[src/rtl/priority_code_decoder_if.sv]
// Handshake and decoded-output bundle for the priority code decoder.
// The producer pushes encoded codes; the decoder returns one-hot request lines.
interface priority_code_decoder_if;
    logic [1:0] in_y;
    logic       in_v;
    logic       in_valid;
    logic       in_ready;
    logic [3:0] out_x;
    logic       out_valid;
    logic       out_null;
    logic       busy;

    modport master (
        output in_y, in_v, in_valid,
        input  in_ready, out_x, out_valid, out_null, busy
    );

    modport slave (
        input  in_y, in_v, in_valid,
        output in_ready, out_x, out_valid, out_null, busy
    );
endinterface

[src/rtl/priority_code_decoder.sv]
// Re-expands buffered {v,y} priority codes into one-hot request lines,
// each held for HOLD_CYCLES cycles and followed by GAP_CYCLES idle cycles.
module priority_code_decoder #(
    parameter int unsigned HOLD_CYCLES = 4,
    parameter int unsigned GAP_CYCLES  = 1,
    parameter int unsigned FIFO_DEPTH  = 2
) (
    input  logic                    clk,
    input  logic                    rst,
    priority_code_decoder_if.slave  bus
);

    localparam int unsigned AW = $clog2(FIFO_DEPTH);
    localparam int unsigned PW = AW + 1;
    localparam int unsigned CW = 8;
    localparam logic [CW-1:0] HOLD_LOAD = CW'(HOLD_CYCLES - 1);
    localparam logic [CW-1:0] GAP_LOAD  = (GAP_CYCLES > 0) ? CW'(GAP_CYCLES - 1) : '0;
    localparam bit GAP_EN = (GAP_CYCLES != 0);

    typedef enum logic [1:0] {
        IDLE = 2'd0,
        HOLD = 2'd1,
        GAP  = 2'd2
    } state_t;

    state_t        state;
    logic [CW-1:0] cnt;
    logic [2:0]    mem [FIFO_DEPTH];
    logic [PW-1:0] wptr;
    logic [PW-1:0] rptr;
    logic          empty;
    logic          full;
    logic          push;
    logic          pop;
    logic [2:0]    head;

    function automatic logic [3:0] decode(input logic [2:0] entry);
        return entry[2] ? 4'(4'b0001 << entry[1:0]) : 4'b0000;
    endfunction

    // MSB of the pointers separates the wrapped-full case from empty
    assign empty        = (wptr == rptr);
    assign full         = (wptr[AW] != rptr[AW]) && (wptr[AW-1:0] == rptr[AW-1:0]);
    assign push         = bus.in_valid && !full;
    assign head         = mem[rptr[AW-1:0]];
    assign bus.in_ready = !full;
    assign bus.busy     = (state != IDLE) || !empty;

    // Pop whenever the FSM is ready for the next code and one is buffered
    always_comb begin
        pop = 1'b0;
        if (!empty) begin
            case (state)
                IDLE:    pop = 1'b1;
                HOLD:    pop = (cnt == '0) && !GAP_EN;
                GAP:     pop = (cnt == '0);
                default: pop = 1'b0;
            endcase
        end
    end

    always_ff @(posedge clk) begin
        if (push) begin
            mem[wptr[AW-1:0]] <= {bus.in_v, bus.in_y};
        end
    end

    always_ff @(posedge clk or posedge rst) begin
        if (rst) begin
            wptr <= '0;
            rptr <= '0;
        end else begin
            if (push) wptr <= wptr + PW'(1);
            if (pop)  rptr <= rptr + PW'(1);
        end
    end

    // Hold/gap sequencer; a pop reloads HOLD directly from any state
    always_ff @(posedge clk or posedge rst) begin
        if (rst) begin
            state         <= IDLE;
            cnt           <= '0;
            bus.out_x     <= 4'b0000;
            bus.out_valid <= 1'b0;
            bus.out_null  <= 1'b0;
        end else begin
            bus.out_null <= 1'b0;
            if (pop) begin
                bus.out_x     <= decode(head);
                bus.out_valid <= 1'b1;
                bus.out_null  <= !head[2];
                cnt           <= HOLD_LOAD;
                state         <= HOLD;
            end else begin
                case (state)
                    IDLE: begin
                        bus.out_x     <= 4'b0000;
                        bus.out_valid <= 1'b0;
                    end
                    HOLD: begin
                        if (cnt != '0) begin
                            cnt <= cnt - CW'(1);
                        end else begin
                            bus.out_x     <= 4'b0000;
                            bus.out_valid <= 1'b0;
                            cnt           <= GAP_LOAD;
                            state         <= GAP_EN ? GAP : IDLE;
                        end
                    end
                    GAP: begin
                        if (cnt != '0) begin
                            cnt <= cnt - CW'(1);
                        end else begin
                            state <= IDLE;
                        end
                    end
                    default: begin
                        bus.out_x     <= 4'b0000;
                        bus.out_valid <= 1'b0;
                        state         <= IDLE;
                    end
                endcase
            end
        end
    end

endmodule

[src/flat_wrapper.sv]
// flat-port wrapper written by rule: the top's interface ports become plain ports
module priority_code_decoder_flat 
#(
    parameter int unsigned HOLD_CYCLES = 4,
    parameter int unsigned GAP_CYCLES  = 1,
    parameter int unsigned FIFO_DEPTH  = 2
)
  (clk, rst, bus_in_y, bus_in_v, bus_in_valid, bus_in_ready, bus_out_x, bus_out_valid, bus_out_null, bus_busy);
  priority_code_decoder_if bus_i ();
  input  logic clk;
  input  logic rst;
  input wire logic [$bits(bus_i.in_y)-1:0] bus_in_y;
  input wire logic [$bits(bus_i.in_v)-1:0] bus_in_v;
  input wire logic [$bits(bus_i.in_valid)-1:0] bus_in_valid;
  output wire logic [$bits(bus_i.in_ready)-1:0] bus_in_ready;
  output wire logic [$bits(bus_i.out_x)-1:0] bus_out_x;
  output wire logic [$bits(bus_i.out_valid)-1:0] bus_out_valid;
  output wire logic [$bits(bus_i.out_null)-1:0] bus_out_null;
  output wire logic [$bits(bus_i.busy)-1:0] bus_busy;
  assign bus_i.in_y = bus_in_y;
  assign bus_i.in_v = bus_in_v;
  assign bus_i.in_valid = bus_in_valid;
  assign bus_in_ready = bus_i.in_ready;
  assign bus_out_x = bus_i.out_x;
  assign bus_out_valid = bus_i.out_valid;
  assign bus_out_null = bus_i.out_null;
  assign bus_busy = bus_i.busy;
  priority_code_decoder #(.HOLD_CYCLES(HOLD_CYCLES), .GAP_CYCLES(GAP_CYCLES), .FIFO_DEPTH(FIFO_DEPTH)) u_core (.clk(clk), .rst(rst), .bus(bus_i));
endmodule
[config.mk]
export PLATFORM = sky130hd
export DESIGN_NAME = priority_code_decoder_flat
export DESIGN_NICKNAME = d
export VERILOG_FILES = /design/src/rtl/priority_code_decoder_if.sv /design/src/rtl/priority_code_decoder.sv /design/src/flat_wrapper.sv
export SDC_FILE = /design/constraint.sdc
export NUM_CORES = 1
export LEC_CHECK = 0
export ABC_AREA = 1
export BUFFER_PORTS_ARGS = -buffer_cell sky130_fd_sc_hd__clkbuf_2
export CAP_MARGIN = 20
export CORE_MARGIN = 4
export CORE_UTILIZATION = 60
export CTS_BUF_LIST = sky130_fd_sc_hd__clkbuf_8 sky130_fd_sc_hd__clkbuf_16
export CTS_CLUSTER_SIZE = 40
export DETAILED_ROUTE_END_ITERATION = 8
export PLACE_DENSITY_LB_ADDON = 0.08
export SYNTH_ARGS = -nofsm -noshare
export SYNTH_HDL_FRONTEND = slang
export SYNTH_SLANG_ARGS = --single-unit
[constraint.sdc]
create_clock -name clk -period 4.8 [get_ports clk]
set_clock_uncertainty 0.1 [all_clocks]
set_input_delay 0.96 -clock clk [delete_from_list [all_inputs] [get_ports clk]]
set_output_delay 0.96 -clock clk [all_outputs]
set_load 0.03 [all_outputs]
==> flow_summary.json <==
{
  "drt_iter0_drc": 9,
  "ant_nets": 0,
  "boundaryPins": 14,
  "syn-instance-count": 153,
  "ys_warn_count": 0,
  "grt_use_total_pct": 16.7,
  "vias": 1006,
  "run_status": "finished, final reports clean",
  "clk_pin_slew_worst_paths_ps": 80,
  "critPathMaxFanout": 20,
  "start_kind": "flip-flop",
  "fmax_mhz": 326,
  "yosysUniqueCellTypes": 28,
  "n_antenna_cell": 0,
  "finalSetupViolations": 0,
  "grt_max_degree": 21,
  "tns_ps": 0,
  "critPathTopFamily": "simple AND/OR/NAND/NOR gates",
  "synth.net_count": 164,
  "path_buf_inv": 2,
  "cpPeakStageDelay_ps": 380,
  "drv_cap": 0,
  "insertion_delay_ps": 270,
  "syn_area_um2": 1380,
  "wl_per_cell_um": 11.5,
  "antenna_found_initial": 0,
  "start_util_pct": 62.8,
  "synth_top_area_share_pct": 36.4,
  "place_hpwl_um": 1760,
  "crit_top_cell": "nand2_1",
  "min_period_ps": 3070,
  "die_x_um": 55.9,
  "tritoncts": "done",
  "hp-class": "flip-flop to flip-flop",
  "layout-drive-gt1-share_pct": 19.0,
  "nNetsFinal": 180,
  "max_slew.worst_pin.slew_ps": 733,
  "synth_area_per_cell_um2": 8.99,
  "hold_violations": 0,
  "max-slew-margin-rel_pct": 51.1,
  "grt_overflow": 0,
  "fillers": 190,
  "slowest_stage": "dfrtp_1",
  "num_rows": 17,
  "areaGrowthSynthToFinish_pct": 9.37,
  "worst_ep_required_time_ps": 3740,
  "cts_made_buffers": 3,
  "synth_area_leader_cell": "dfrtp_1",
  "gp_congestion": 0.827,
  "crit_chain": "inv_1, ha_1, nand2_1, nor2_2, nand3_2, nand2_1, nand2_2, nand2_1, clkbuf_2",
  "vias_per_cell": 5.13,
  "design.die.area_um2": 3120,
  "numPortBuffers": 13,
  "holdBufCountCts": 0,
  "htree_levels": 1,
  "rsz0062_at_grt": "no",
  "clock_path_buffers": 2,
  "drv_slew": 0,
  "die_y_um": 55.9,
  "cts-root-buf": "clkbuf_8",
  "drcViolationCount": 0,
  "wl_um": 2250,
  "core_um2": 2190,
  "post-cts-setup-buffers": 0,
  "grt_pass1_wl_um": 4180,
  "ctsResizeCount": 0,
  "cp.arrival_ps": 2010,
  "synth_area_leaders": "dfrtp_1 36%, edfxtp_1 13%, inv_1 6.3%",
  "cp-end-kind": "output port",
  "final_cell_mix": "23 x inv_1, 23 x nand2_1, 20 x dfrtp_1",
  "critPathKind": "flip-flop to output port",
  "cts.sinks": 26,
  "period_share_pct": 64.0,
  "grt_pass1_vias": 1015,
  "firstDrtPassIters": 4,
  "ys_ff_latch": 26,
  "yosysSeqAreaShare_pct": 49.5
}
[registers in the layout, summed over array words and instances, names as in the netlist]
register,flops
u_core.mem,6
u_core.bus.out_null,1
u_core.cnt,8
u_core.bus.out_x,4
u_core.bus.out_valid,1
u_core.state,2
u_core.rptr,2
u_core.wptr,2
[worst register-to-register path: stages (launching register included)]
cell and delay, ps:
dfrtp_1 380, inv_1 90, ha_1 230, nand2_1 90, nor2_2 140, nand3_2 90, nand2_1 100, nand2_2 280
nand2_1 180, nand2_1 90, nand2_1 70, nand2_1 50
[synth_stat cells (all sizes together)]
cell    instances
nand2b          1
nand3          14
dfrtp          20
or2             2
o21ai          14
ha              5
nand4           4
nand2          25
buf             2
inv            26
mux2i           1
a21oi           5
nor2           17
xor2            7
nor3            1
xnor2           2
edfxtp          6
nand3b          1
[per-layer routing]
| metal | vias to the layer above | wire, um | global-route usage, % |
|---|---|---|---|
| li1 | 517 | - | - |
| met4 | 0 | 21 | 5.76 |
| met5 | - | 0 | 0 |
| met1 | 470 | 972 | 18.7 |
| met3 | 2 | 68 | 3.25 |
| met2 | 17 | 1190 | 31.4 |
[cells by family (layout without fill, tap and decap cells)]
logic type / count (synthesis) / after routing / share of synthesized area [%]
simple gates: 65 / 65 / 23.7
buf+inv: 28 / 43 / 8.28
flops: 26 / 26 / 49.5
compound gates: 19 / 19 / 7.46
xor+xnor: 9 / 9 / 5.73
fa+ha+maj: 5 / 5 / 4.55
mux: 1 / 1 / 0.728
[worst paths after layout]
check	start	end	slack (ps)	cells past startpoint
min reg2reg	u_core.rptr[1]	u_core.rptr[1]	400	1
max	u_core.cnt[0]	bus_busy	1730	9
min	u_core.rptr[1]	u_core.rptr[1]	400	1
min in group asynchronous	rst	u_core.cnt[1]	690	2
max reg2reg	u_core.cnt[0]	u_core.state[0]	2800	11
max in group asynchronous	rst	u_core.cnt[0]	3450	2
[cell type report]
cell class                      count  area, um^2  area share (%)
Inverter                           26        97.6            6.49
Timing Repair Buffer               13        65.1            4.33
Tap cell                           28        35.0            2.33
Clock buffer                        3        41.3            2.75
Sequential cell                    26         681            45.3
Clock inverter                      1        3.75           0.250
Multi-Input combinational cell     99         581            38.6
[per-stage QoR]
step | cell area [um^2] | instances | setup WS [ps] | utilization [%] | hold WS, ps
finish | 1500 | 196 | 1730 | 68.6 | 400
global route | 1500 | 196 | 1550 | 68.6 | 431
CTS | 1500 | 196 | 1730 | 68.6 | 403
detailed placement | 1460 | 192 | 2020 | 66.6 | 385
global placement | 1460 | 192 | 2090 | 66.6 | 378
floorplan | 1380 | 153 | 2290 | - | 360
Power is not shown: default switching activity piles up to over one toggle a cycle in this logic, so the estimate is an artifact.
